===== src/rtl/hour_counter_pkg.sv =====
// Shared definitions for the clock stages: hour width, 7-segment codes and
// the legal-modulus check for the hours stage.
package hour_counter_pkg;

    localparam int HOUR_W = 5;

    // Active-low segments, bit order {g,f,e,d,c,b,a}
    localparam logic [6:0] SEG_0     = 7'b100_0000;
    localparam logic [6:0] SEG_1     = 7'b111_1001;
    localparam logic [6:0] SEG_2     = 7'b010_0100;
    localparam logic [6:0] SEG_3     = 7'b011_0000;
    localparam logic [6:0] SEG_4     = 7'b001_1001;
    localparam logic [6:0] SEG_5     = 7'b001_0010;
    localparam logic [6:0] SEG_6     = 7'b000_0010;
    localparam logic [6:0] SEG_7     = 7'b111_1000;
    localparam logic [6:0] SEG_8     = 7'b000_0000;
    localparam logic [6:0] SEG_9     = 7'b001_0000;
    localparam logic [6:0] SEG_BLANK = 7'b111_1111;

    function automatic logic max_hour_legal(input int m);
        return (m == 12) || (m == 24);
    endfunction

endpackage


===== src/rtl/hour_counter_btn_sync_edge.sv =====
// Synchronizes an active-low, asynchronous button and emits a one-cycle pulse
// on its synchronized press (1 -> 0) edge. Shared by all clock stages.
module btn_sync_edge #(
    parameter int SYNC_STAGES = 2
) (
    input  logic clk,
    input  logic rst_n,
    input  logic btn_n,
    output logic fall_evt
);

    logic [SYNC_STAGES-1:0] sync_q, sync_d;
    logic                   last_q, last_d;

    always_comb begin
        sync_d = {sync_q[SYNC_STAGES-2:0], btn_n};
        last_d = sync_q[SYNC_STAGES-1];
    end

    // Reset to the released level so coming out of reset never fakes a press
    always_ff @(posedge clk or negedge rst_n) begin
        if (!rst_n) begin
            sync_q <= '1;
            last_q <= 1'b1;
        end else begin
            sync_q <= sync_d;
            last_q <= last_d;
        end
    end

    assign fall_evt = last_q & ~sync_q[SYNC_STAGES-1];

endmodule


===== src/rtl/hour_counter_seg7.sv =====
// BCD digit to active-low 7-segment decoder with blanking enable.
module seg7_decoder
    import hour_counter_pkg::*;
(
    input  logic [3:0] digit,
    input  logic       enable,
    output logic [6:0] seg
);

    always_comb begin
        seg = SEG_BLANK;
        if (enable) begin
            case (digit)
                4'd0:    seg = SEG_0;
                4'd1:    seg = SEG_1;
                4'd2:    seg = SEG_2;
                4'd3:    seg = SEG_3;
                4'd4:    seg = SEG_4;
                4'd5:    seg = SEG_5;
                4'd6:    seg = SEG_6;
                4'd7:    seg = SEG_7;
                4'd8:    seg = SEG_8;
                4'd9:    seg = SEG_9;
                default: seg = SEG_BLANK;
            endcase
        end
    end

endmodule


===== src/rtl/hour_counter.sv =====
// Hours stage of the digital clock: counts minute carries, applies manual
// up/down adjust, flags the day wrap and drives the two hour digits.
module hour_counter
    import hour_counter_pkg::*;
#(
    parameter int MAX_HOUR    = 24,
    parameter int SYNC_STAGES = 2,
    parameter int RESET_HOUR  = 0
) (
    input  logic              clk50,
    input  logic              reset,
    input  logic              control1,
    input  logic              control0,
    input  logic              equal60_min,
    input  logic              disable_hour,
    output logic              equal24_hour,
    output logic [HOUR_W-1:0] hour_bin,
    output logic [6:0]        led2,
    output logic [6:0]        led1
);

    localparam logic signed [5:0]  MAX_S   = 6'(MAX_HOUR);
    localparam logic [HOUR_W-1:0]  MAX_U   = HOUR_W'(MAX_HOUR);
    localparam logic [HOUR_W-1:0]  RESET_U = HOUR_W'(RESET_HOUR);

    generate
        if (!max_hour_legal(MAX_HOUR)) begin : g_bad_max_hour
            $error("hour_counter: MAX_HOUR must be 12 or 24");
        end
        if (SYNC_STAGES < 2) begin : g_bad_sync
            $error("hour_counter: SYNC_STAGES must be >= 2");
        end
        if (RESET_HOUR < 0 || RESET_HOUR >= MAX_HOUR) begin : g_bad_reset
            $error("hour_counter: RESET_HOUR out of range");
        end
    endgenerate

    logic                adj_evt;
    logic                car_evt;
    logic                equal60_q, equal60_d;
    logic [HOUR_W-1:0]   hour_q, hour_d;
    logic                wrap_q, wrap_d;
    logic signed [5:0]   delta;
    logic signed [5:0]   sum;
    logic signed [5:0]   wrapped;

    btn_sync_edge #(
        .SYNC_STAGES(SYNC_STAGES)
    ) u_adj_sync (
        .clk     (clk50),
        .rst_n   (reset),
        .btn_n   (control1),
        .fall_evt(adj_evt)
    );

    // The edge flop tracks the carry even while disabled, so a masked edge is
    // consumed rather than replayed when disable_hour drops.
    assign car_evt = equal60_min & ~equal60_q & ~disable_hour;

    always_comb begin
        equal60_d = equal60_min;
        delta     = 6'sd0;
        if (adj_evt) begin
            delta = control0 ? 6'sd1 : -6'sd1;
        end
        if (car_evt) begin
            delta = delta + 6'sd1;
        end
        sum     = $signed({1'b0, hour_q}) + delta;
        wrapped = sum;
        if (sum < 6'sd0) begin
            wrapped = sum + MAX_S;
        end else if (sum >= MAX_S) begin
            wrapped = sum - MAX_S;
        end
        hour_d = hour_q;
        wrap_d = 1'b0;
        if (adj_evt || car_evt) begin
            if (hour_q >= MAX_U) begin
                hour_d = '0;
            end else begin
                hour_d = HOUR_W'(wrapped);
                wrap_d = car_evt && (sum >= MAX_S);
            end
        end
    end

    always_ff @(posedge clk50 or negedge reset) begin
        if (!reset) begin
            hour_q    <= RESET_U;
            wrap_q    <= 1'b0;
            equal60_q <= 1'b0;
        end else begin
            hour_q    <= hour_d;
            wrap_q    <= wrap_d;
            equal60_q <= equal60_d;
        end
    end

    assign hour_bin     = hour_q;
    assign equal24_hour = wrap_q;

    logic [3:0] digit [2];
    logic [6:0] seg   [2];

    assign digit[0] = 4'(hour_q % 5'd10);
    assign digit[1] = 4'(hour_q / 5'd10);

    generate
        for (genvar gi = 0; gi < 2; gi++) begin : g_digit
            seg7_decoder u_dec (
                .digit (digit[gi]),
                .enable(1'b1),
                .seg   (seg[gi])
            );
        end
    endgenerate

    assign led1 = seg[0];
    assign led2 = seg[1];

endmodule


===== config.mk =====
export PLATFORM = sky130hd
export DESIGN_NAME = hour_counter
export DESIGN_NICKNAME = d
export VERILOG_FILES = /design/src/rtl/hour_counter_pkg.sv /design/src/rtl/hour_counter_btn_sync_edge.sv /design/src/rtl/hour_counter_seg7.sv /design/src/rtl/hour_counter.sv
export SDC_FILE = /design/constraint.sdc
export NUM_CORES = 1
export LEC_CHECK = 0
export ABC_AREA = 1
export BUFFER_PORTS_ARGS = -buffer_cell sky130_fd_sc_hd__buf_4
export CAP_MARGIN = 0
export CORE_MARGIN = 4
export CORE_UTILIZATION = 39
export CTS_BUF_LIST = sky130_fd_sc_hd__clkbuf_16
export CTS_CLUSTER_DIAMETER = 100
export DETAILED_ROUTE_END_ITERATION = 8
export PLACE_DENSITY = 0.67
export SETUP_SLACK_MARGIN = 0.2
export SYNTH_ARGS = -nofsm -noshare
export SYNTH_HDL_FRONTEND = slang
export SYNTH_HIERARCHICAL = 1
export SYNTH_SLANG_ARGS = --single-unit

===== constraint.sdc =====
create_clock -name clk50 -period 2.2 [get_ports clk50]
set_input_delay 0.11 -clock clk50 [delete_from_list [all_inputs] [get_ports clk50]]
set_output_delay 0.11 -clock clk50 [all_outputs]
set_load 0.03 [all_outputs]

==> summary.txt <==
Critical path
  • CP Data Required Time: 2090 ps
  • R2R Setup Slk: around 10 ps
  • Startpoint Class: flip-flop
  • Setup crit end: led1[3]
  • RR Startpoint: u_adj_sync/last_q
  • Launch point of the worst path: hour_bin[4]
  • Reg-to-reg endpoint: hour_bin[4]
  • Critical setup path kind: flip-flop to primary output
  • CP Capture Type: primary output
  • Reg2Reg Depth: 14
  • Largest fanout on the critical path: 4
  • Data arrival, critical path: 2210 ps

Synthesis
  • Synthesized area: ~1200 um2
  • Register bit total from synthesis: 10
  • Ys Warns: 6
  • Syn avg cell area: 6.55 um2
  • Post-synthesis cell count: 190
  • Post-synthesis sequential area ratio: between 20% and 30%
  • Netlist cell types: 25

Placed design
  • Post-DP HPWL: 2170 um
  • # port buffers: 24
  • Pre-CTS WS: -23.2 ps
  • Cells after DPL: 276
  • Gp weighted congestion: 0.768
  • Area after DPL: approximately 1700 um2

Drt
  • Drt first pass iters: 4
  • Vias: about 1,400
  • 1st-iter DRT viols: 19
  • # DRC: 0
  • Routed len/inst: 10.8 um
  • Routed Antenna Nets: 0
  • WL final: around 3200 um
  • Vias per inst: 4.60

Timing
  • Clock Skews: 0.396 ps
  • Final Hold Fails: 0
  • Final setup vio count: 10
  • Final WS setup: -117 ps
  • Achievable Freq: 432 MHz
  • Setup TNS: -682 ps
  • Final min period: 2320 ps
  • Final slew viol count: 0
  • Slew HR: about 63%
  • Worst Max-Slew Pin Slew: 553 ps
  • Period Utilization, post-route: 105%
  • RSZ-0062 raised after global routing: true

Run status
  • Failing checks: setup timing
  • Outcome: finished, violations left

Cells and area
  • Layout cell share with drive strength beyond 1: 52.8%
  • Antenna cells: 0
  • Fill cell count: 256
  • Fin cells: approximately 300
  • Layout Nets: 280
  • Area of the multi-input gates: 1200 um2
  • Finished Cell Area: 2180 um2
  • Area growth, synth to finish: 75.4%
  • FF+latch area: about 260 um2

Floorplan
  • Core area: 3050 um2
  • I/O pin cnt: 26
  • DIE HEIGHT: 64.5 um
  • Die Wd: 64.5 um
  • Initial core utilization: ~41%
  • Total Die Area: between 4000 and 5000 um2
  • Rows: 20

Pwr
  • Sequential share of power: 8.0%
  • Cell-internal power: 1740 uW
  • Clk pwr share: 9.1%
  • Pwr Density: 1630 nW/um2
  • Total power: 3550 uW
  • Leak Pwr: roughly 0.0011 uW
  • Maximum VDD drop: 876 uV
  • Sw Pwr: 1810 uW
  • Net Sw Frac: between 50% and 60%
  • Combinational share of power: 82.9%

Clocking
  • Clk_lat worst skew: 240 ps
  • Clock Sinks: 10
  • Worst-case clock buffer depth: 2
  • Clock-pin slew on the worst setup and hold paths: ~40 ps
  • CTS buffer count: 3
  • CTS tree: done
  • CTS Root Cell: clkbuf_16
  • H-tree Lvls: 1

Flow run
  • Max-Cap Viols: 0

Global route
  • First-pass GRT wire length: 5630 um
  • Initial antenna violation count: 0
  • Largest net degree at the start of global routing: 11
  • GRT Total Usage: 16.7%
  • Vias in the first global route: 1,364
  • Total congestion overflow: 0

Hold path
  • Min-delay worst type: primary input to asynchronous set/reset pin
-- sequential cells by signal, summed over array words and instances (netlist names) --
| signal | count |
|---|---|
| u_adj_sync/last_q | 1 |
| hour_bin | 5 |
| u_adj_sync/sync_q | 2 |
| equal60_q | 1 |
| equal24_hour | 1 |
-- stage by stage --
| step | hold slack (ps) | util (%) |
|---|---|---|
| 3_5_place_dp | -56.4 | 55.5 |
| 4_1_cts | 232 | 68.0 |
| 3_3_place_gp | -56.8 | 55.5 |
| 5_1_grt | 248 | 71.5 |
| 2_1_floorplan | -186 | - |
| 6_report | 233 | 71.5 |
-- per-layer routing --
layer	share of wire [%]	global-route usage, %	up-vias
met5	0	0	-
met4	2.4	7.12	0
met3	3.3	1.56	9
met2	54	32.5	26
met1	41	18.0	618
li1	-	-	717
-- power groups by stage --
stage | clock (uW) | combinational [uW] | sequential, uW
after floorplan | 0 | 1540 | 377
after global placement | 0 | 2200 | 289
after detailed placement | 0 | 2220 | 291
after CTS | 325 | 2790 | 286
after global routing | 338 | 3240 | 292
final | 323 | 2950 | 285
-- how the worst min path moves through the flow --
stage | start | end | cells past startpoint
after floorplan | reset | equal24_hour | 0
after global placement | reset | equal24_hour | 1
after detailed placement | reset | equal24_hour | 1
after CTS | reset | equal60_q | 2
after global routing | reset | hour_bin[4] | 2
final | reset | equal24_hour | 2
-- logic make-up after synthesis --
group	Yosys count	share of synthesized area, %
and+or+nand+nor	110	41.2
xor gates and xnor gates	2	1.41
AOI/OAI and AO/OA	15	6.73
other	2	0.603
adders and majority gates	19	19.7
DFF	10	20.4
buffers and inverters	32	9.95
-- layout by cell type, fill, tap and decap left out, types with 2 or more instances in the layout --
master / netlist / routed
nand2_1: 60 / 41
buf_4: 1 / 35
inv_1: 27 / 19
nand3_1: 30 / 19
nand2_2: 4 / 18
buf_6: 0 / 15
conb_1: 2 / 10
ha_1: 18 / 9
inv_2: 4 / 8
nand3_2: 0 / 8
ha_4: 0 / 6
a21oi_1: 8 / 5
nand2_4: 0 / 5
nor2_1: 6 / 5
nor2_2: 5 / 5
dfrtp_2: 0 / 4
inv_4: 0 / 3
a21oi_2: 0 / 3
nand3_4: 0 / 3
ha_2: 0 / 3
clkbuf_16: 0 / 3
dfrtp_1: 7 / 3
nor2_4: 2 / 3
dlygate4sd3_1: 0 / 3
dfstp_2: 3 / 3
o21ai_4: 0 / 2
o21ai_0: 3 / 2
-- cell type report --
cell class	count	area share, %
clock buffer	3	3.44
clock inverter	1	0.172
inverter	31	5.90
multi-input combinational	156	55.0
sequential	10	11.9
tap	44	2.52
timing repair buffer	53	21.1
-- critical path, stage by stage (launching register included) --
cell and delay, ps:
dfrtp_2 430, nand2_2 90, nand2_2 60, o21ai_4 60, ha_2 190, a21oi_2 30
nand2_1 80, nand2_2 70, nand2_4 100, xor2_4 200, inv_2 90, ha_4 280
nand2_4 60, nand3_4 60, nand2_4 50, buf_6 140
-- cell usage after synthesis --
cell type	number	share of area (%)
nand2_1	60	18
nand3_1	30	12
inv_1	27	8.1
ha_1	18	18
a21oi_1	8	3.2
dfrtp_1	7	14
nor2_1	6	1.8
nor2_2	5	2.5
inv_2	4	1.2
nand2_2	4	2.0
dfstp_2	3	6.3
o21ai_0	3	1.2
conb_1	2	0.60
nor2_4	2	1.8
buf_4	1	0.60
fa_1	1	1.6
nand3b_1	1	0.60
nand3b_4	1	1.6
o21ai_1	1	0.40
o21ai_2	1	0.70
o22a_1	1	0.70
o22ai_1	1	0.50
or2_4	1	0.70
xnor2_1	1	0.70
xor2_1	1	0.70
-- repair_timing --
action / CTS / global route
hold buffers: 3 / 0
pin swaps: 25 / 12
hold endpoints to repair: 12 / 0
endpoints found under the setup margin: 15 / 16
setup buffers: 13 / 2
resized for setup: 43 / 22
No activity file was read; power rests on OpenSTA's default activity.
